## config.mk

```make
export PLATFORM = sky130hd
export DESIGN_NAME = pipelined_cla_adder_flat
export DESIGN_NICKNAME = d
export VERILOG_FILES = /design/src/rtl/pipelined_cla_adder_if.sv /design/src/rtl/pipelined_cla_adder.sv /design/src/flat_wrapper.sv
export SDC_FILE = /design/constraint.sdc
export NUM_CORES = 1
export LEC_CHECK = 0
export ABC_AREA = 1
export BUFFER_PORTS_ARGS = -buffer_cell sky130_fd_sc_hd__buf_2
export CORE_UTILIZATION = 50
export CTS_BUF_LIST = sky130_fd_sc_hd__clkbuf_4 sky130_fd_sc_hd__clkbuf_8
export DETAILED_ROUTE_END_ITERATION = 6
export PLACE_DENSITY = 0.7
export SYNTH_ARGS = -nofsm -noshare
export SYNTH_HDL_FRONTEND = slang
export SYNTH_SLANG_ARGS = --single-unit
```

## constraint.sdc

```tcl
create_clock -name clk -period 4.1 [get_ports clk]
set_clock_uncertainty 0.15 [all_clocks]
set_input_delay 0.41 -clock clk [delete_from_list [all_inputs] [get_ports clk]]
set_output_delay 0.41 -clock clk [all_outputs]
set_load 0.005 [all_outputs]
```

## src/rtl/pipelined_cla_adder_if.sv

```systemverilog
// Valid/ready stream bundle for pipelined_cla_adder: operation in, result plus flags out.
// master drives operations and out_ready; slave is the adder side.
interface pipelined_cla_adder_if #(
  parameter int unsigned WIDTH = 16
);
  logic             in_valid;
  logic             in_ready;
  logic [WIDTH-1:0] a;
  logic [WIDTH-1:0] b;
  logic             cin;
  logic             sub;
  logic             out_valid;
  logic             out_ready;
  logic [WIDTH-1:0] out;
  logic             cout;
  logic             ovf;
  logic             zero;

  modport master (
    output in_valid, a, b, cin, sub, out_ready,
    input  in_ready, out_valid, out, cout, ovf, zero
  );

  modport slave (
    input  in_valid, a, b, cin, sub, out_ready,
    output in_ready, out_valid, out, cout, ovf, zero
  );
endinterface

```

## src/rtl/pipelined_cla_adder.sv

```systemverilog
// WIDTH-bit add/subtract from 4-bit CLA groups, one register stage per group, valid/ready stream.
// Define CLA_PIPE_SAT_EN to clamp overflowed results to the signed limit matching a's sign.
module pipelined_cla_adder #(
  parameter int unsigned WIDTH = 16
) (
  input logic                 clk,
  input logic                 rst,
  pipelined_cla_adder_if.slave bus
);
  localparam int N_GRP = int'(WIDTH / 4);

  if ((WIDTH % 4) != 0 || WIDTH < 8) begin : g_width_check
    $error("pipelined_cla_adder: WIDTH must be a multiple of 4 and >= 8");
  end

  // Returns {carry_out, sum[3:0]} for one look-ahead group.
  function automatic logic [4:0] cla4(input logic [3:0] x, input logic [3:0] y, input logic c0);
    logic [3:0] p;
    logic [3:0] g;
    logic [3:0] c;
    logic       c4;
    p    = x ^ y;
    g    = x & y;
    c[0] = c0;
    c[1] = g[0] | (p[0] & c0);
    c[2] = g[1] | (p[1] & g[0]) | (p[1] & p[0] & c0);
    c[3] = g[2] | (p[2] & g[1]) | (p[2] & p[1] & g[0]) | (p[2] & p[1] & p[0] & c0);
    c4   = g[3] | (p[3] & g[2]) | (p[3] & p[2] & g[1]) | (p[3] & p[2] & p[1] & g[0])
         | (p[3] & p[2] & p[1] & p[0] & c0);
    return {c4, p ^ c};
  endfunction

  // Stage k word: groups 0..k hold sum bits, higher groups still hold operand a.
  logic [WIDTH-1:0] w_q  [N_GRP];
  logic [WIDTH-1:0] w_d  [N_GRP];
  logic [WIDTH-1:0] bx_q [N_GRP-1];
  logic [WIDTH-1:0] bx_d [N_GRP-1];
  logic [4:0]       grp  [N_GRP];
  logic [N_GRP-1:0] c_q, c_d;
  logic [N_GRP-1:0] v_q, v_d;
  logic             ovf_q, ovf_d;
  logic             zero_q, zero_d;
  logic [WIDTH-1:0] bx_in;
  logic             a_msb, b_msb;
  logic             advance;

  assign advance = ~v_q[N_GRP-1] | bus.out_ready;
  assign bx_in   = bus.sub ? ~bus.b : bus.b;

  always_comb begin
    grp    = '{default: '0};
    w_d    = '{default: '0};
    bx_d   = '{default: '0};
    c_d    = '0;
    v_d    = '0;
    grp[0] = cla4(bus.a[3:0], bx_in[3:0], bus.cin ^ bus.sub);
    w_d[0] = {bus.a[WIDTH-1:4], grp[0][3:0]};
    bx_d[0] = bx_in;
    c_d[0] = grp[0][4];
    v_d[0] = bus.in_valid;
    for (int k = 1; k < N_GRP; k++) begin
      grp[k]          = cla4(w_q[k-1][4*k +: 4], bx_q[k-1][4*k +: 4], c_q[k-1]);
      w_d[k]          = w_q[k-1];
      w_d[k][4*k +: 4] = grp[k][3:0];
      c_d[k]          = grp[k][4];
      v_d[k]          = v_q[k-1];
    end
    for (int k = 1; k < N_GRP - 1; k++) begin
      bx_d[k] = bx_q[k-1];
    end
    // Final group still sees untouched a and b' MSBs in the previous stage.
    a_msb = w_q[N_GRP-2][WIDTH-1];
    b_msb = bx_q[N_GRP-2][WIDTH-1];
    ovf_d = (a_msb == b_msb) & (w_d[N_GRP-1][WIDTH-1] != a_msb);
`ifdef CLA_PIPE_SAT_EN
    if (ovf_d) begin
      w_d[N_GRP-1] = a_msb ? {1'b1, {(WIDTH-1){1'b0}}} : {1'b0, {(WIDTH-1){1'b1}}};
    end
`endif
    zero_d = ~|w_d[N_GRP-1];
  end

  always_ff @(posedge clk or posedge rst) begin
    if (rst) begin
      for (int k = 0; k < N_GRP; k++) w_q[k] <= '0;
      for (int k = 0; k < N_GRP - 1; k++) bx_q[k] <= '0;
      c_q    <= '0;
      v_q    <= '0;
      ovf_q  <= 1'b0;
      zero_q <= 1'b0;
    end else if (advance) begin
      for (int k = 0; k < N_GRP; k++) w_q[k] <= w_d[k];
      for (int k = 0; k < N_GRP - 1; k++) bx_q[k] <= bx_d[k];
      c_q    <= c_d;
      v_q    <= v_d;
      ovf_q  <= ovf_d;
      zero_q <= zero_d;
    end
  end

  assign bus.in_ready  = advance;
  assign bus.out_valid = v_q[N_GRP-1];
  assign bus.out       = w_q[N_GRP-1];
  assign bus.cout      = c_q[N_GRP-1];
  assign bus.ovf       = ovf_q;
  assign bus.zero      = zero_q;
endmodule
```

## src/flat_wrapper.sv

```systemverilog
// flat-port wrapper written by rule: the top's interface ports become plain ports
module pipelined_cla_adder_flat 
#(
  parameter int unsigned WIDTH = 16
)
  (clk, rst, bus_in_valid, bus_a, bus_b, bus_cin, bus_sub, bus_out_ready, bus_in_ready, bus_out_valid, bus_out, bus_cout, bus_ovf, bus_zero);
  pipelined_cla_adder_if #(.WIDTH(WIDTH)) bus_i ();
  input logic clk;
  input logic rst;
  input wire logic [$bits(bus_i.in_valid)-1:0] bus_in_valid;
  input wire logic [$bits(bus_i.a)-1:0] bus_a;
  input wire logic [$bits(bus_i.b)-1:0] bus_b;
  input wire logic [$bits(bus_i.cin)-1:0] bus_cin;
  input wire logic [$bits(bus_i.sub)-1:0] bus_sub;
  input wire logic [$bits(bus_i.out_ready)-1:0] bus_out_ready;
  output wire logic [$bits(bus_i.in_ready)-1:0] bus_in_ready;
  output wire logic [$bits(bus_i.out_valid)-1:0] bus_out_valid;
  output wire logic [$bits(bus_i.out)-1:0] bus_out;
  output wire logic [$bits(bus_i.cout)-1:0] bus_cout;
  output wire logic [$bits(bus_i.ovf)-1:0] bus_ovf;
  output wire logic [$bits(bus_i.zero)-1:0] bus_zero;
  assign bus_i.in_valid = bus_in_valid;
  assign bus_i.a = bus_a;
  assign bus_i.b = bus_b;
  assign bus_i.cin = bus_cin;
  assign bus_i.sub = bus_sub;
  assign bus_i.out_ready = bus_out_ready;
  assign bus_in_ready = bus_i.in_ready;
  assign bus_out_valid = bus_i.out_valid;
  assign bus_out = bus_i.out;
  assign bus_cout = bus_i.cout;
  assign bus_ovf = bus_i.ovf;
  assign bus_zero = bus_i.zero;
  pipelined_cla_adder #(.WIDTH(WIDTH)) u_core (.clk(clk), .rst(rst), .bus(bus_i));
endmodule
```

==> impl_results.md <==
- Die area: 0.009829 mm^2
- Die Wd: 99.14 um
- Postcts setup bufs: 0
- Mapped Cells: 557
- WP data required: ~3500 ps
- # H-tree levels: 3
- Worst r2r path cells: 8
- Post-synth top flop: dfrtp_1
- DR WL/cell: 12.28 um
- Highest Clock Rate: approximately 0.44 GHz
- Max-cap viol count: 0
- Nets: 649
- Post-DP HPWL: 5964 um
- Critical Path Start Type: flip-flop
- Worst skew pair latency: 360 ps
- Routed Antenna Nets: 0
- Fin area: about 0.0051 mm^2
- IO Pins: around 60
- Synth warnings: 0
- Post-synth ARST share: 1.000
- Overflow after GRT: 0
- Port Buffers: between 50 and 60
- First-pass GRT wire length: between 15000 and 20000 um
- Worst Hold Class: input pin to asynchronous set/reset pin
- Hold Buf Count CTS: 0
- Status: finished clean
- Pwr dens: between 700 and 800 mW/mm^2
- Fin crit share: 0.5596
- Synth Cell Area: approximately 0.0047 mm^2
- Initial antenna violation count: 0
- # diodes: 0
- Inserted Clock Buffers: 9
- Post-CTS sizing: 0
- Pre-Repair DR Iteration Count: 4
- Max FO, Critical Path: 85
- Vias per Instance: roughly 5.0
- Clock-pin slew on the worst setup and hold paths: around 90 ps
- Seq/Total Area, Yosys: 0.5198
- Initial Utilization: 0.5131
- RSZ-0062 raised after global routing: false
- Final Hold Vio Count: 0
- # DRC: 0
- Max Transition Viols Final: 0
- Slew HR: 0.4366
- Maximum vdd drop: between 0.2 and 0.3 mV
- Worst slew pin tran: between 800 and 900 ps
- Synthesized area per cell: between 8 and 9 um^2
- CP Data Arrival Time: 1730 ps
- Largest net degree at the start of global routing: between 80 and 90
- CP endpoint kind: primary output
- Total GRT Usage: 0.1950
- Core ar.: 0.009196 mm^2
- Static leakage: between 2 and 3 nW
- Root Driver: clkbuf_8
- Largest area contributor in the netlist: dfrtp_1
- Seq cells post-synth: between 90 and 100
- Critical path class: flip-flop to primary output
- GPL Wtd Cong: roughly 0.82
- GRT met1 Usage: 0.2488
- Max clock buf depth: 2
- Syn nets: about 620
- Gr busiest metal: met2
- Layout area overhead: 8.751%
- Initial DRC Count: between 150 and 200
- DR vias: around 3.5k
- Routing usage on met3: 0.03654
- Number of synthesized flops with an enable pin: 0
- Placed Area: ~0.0049 mm^2
- Routed wire length: about 8700 um
- Setup_tns: 0 ps
- Row cnt: 35
- Post-layout power: 0.003634 W
- Number of global-route vias before repair: about 3.5k
- Chip height: 99.14 um
- Synth top area share: 0.5198
- Met2 Use GR: 0.3254
- CTS tree: built
- Layout cells sized above 1: 0.1361
- TritonCTS Sinks: 98
- Setup-failing EPs final: 0
- Post-layout min period: roughly 2300 ps
- Top post-synthesis cells by area: dfrtp_1 (52%), nand2_1 (20%), ha_1 (4.5%)
- Distinct cells, synth: 22
[cell families (layout without fill, tap and decap cells)]
kind of cell,Yosys count,after routing,synth area share
adder cells (fa/ha/maj),21,21,0.06205
buffers and inverters,74,112,0.08247
XOR/XNOR,20,20,0.04110
AND/OR/NAND/NOR,298,298,0.2456
flip-flops,98,98,0.5198
AO/OA/AOI/OAI,46,46,0.04906
[worst max-delay path, cell delays in order, from the launching register on]
cell and delay (ps):
dfrtp_1 390, nand2_2 80, buf_4 630, buf_2 240
[routing by layer]
layer  up-vias  share of wire
li1       1772              -
met1      1630           0.47
met2        83           0.46
met3        18          0.035
met4         0          0.030
met5         -              0
[path summary, 6_finish.rpt]
check                              start         endpoint  slack, ps
max in group asynchronous            rst    u_core.c_q[1]       2860
hold reg to reg            u_core.v_q[2]    u_core.v_q[3]        320
hold / removal                       rst    u_core.c_q[3]         60
min in group clk                bus_a[7]   u_core.w_q[55]        100
setup reg to reg           u_core.v_q[3]  u_core.bus.zero       2220
setup / recovery           u_core.v_q[3]     bus_in_ready       1810
[power by group]
group	switching, W	internal (W)	leakage, nW	total, W
logic	0.000816	0.000536	1.47	0.00135
clock network	0.000321	0.000313	0.103	0.000634
registers	0.000256	0.00139	1.19	0.00165
total	0.00139	0.00224	2.76	0.00363
[through the flow]
step	util	cells	setup slack [ps]	hold slack [ps]
after floorplan	-	557	977.9	269.6
after global placement	0.5358	690	1948	281.2
after detailed placement	0.5358	690	1867	290.2
after CTS	0.5580	706	1776	74.54
after global routing	0.5580	706	1686	84.61
final	0.5580	706	1805	61.38
[sequential cells by signal (all words and copies together), names as in the netlist, 3 cells and up]
name            count
u_core.w_q         11
u_core.bus.out     16
u_core.w_d         36
u_core.bx_d        20
u_core.v_q          4
u_core.c_q          4
u_core.bx_q         3
[layout by cell type (no fill, tap or decap), types with 2 or more instances in the layout]
cell / Yosys / final
buf_4: 16 / 2
nand3b_1: 3 / 3
xnor2_1: 13 / 13
dfrtp_1: 98 / 98
nand2_1: 248 / 248
clkbuf_8: 0 / 10
fa_1: 4 / 4
ha_1: 17 / 17
nand3_1: 17 / 17
nor2_1: 27 / 27
inv_1: 34 / 33
a21oi_1: 11 / 11
xor2_1: 6 / 6
buf_2: 17 / 58
o21ai_0: 33 / 33
nand4_1: 2 / 2
clkbuf_4: 0 / 2
[final cells by class]
type / count / area, um^2
clock buffers: 12 / 152.6
fillers: 884 / 4065
flip-flops and latches: 98 / 2452
clock inverters: 4 / 51.30
multi-input cells: 385 / 1877
repair buffers: 61 / 325.3
inverters: 35 / 133.9
well taps: 111 / 138.9
[cell usage after synthesis (2+ instances only)]
master and number:
inv_1 34, nand3_1 17, fa_1 4, xor2_1 6, dfrtp_1 98, nor2_1 27
buf_4 16, buf_2 17, xnor2_1 13, o21ai_0 33, clkbuf_1 2, nand2_1 248
nand4_1 2, nand3b_1 3, buf_6 4, a21oi_1 11, ha_1 17
Power figures use the tool's default switching activity.
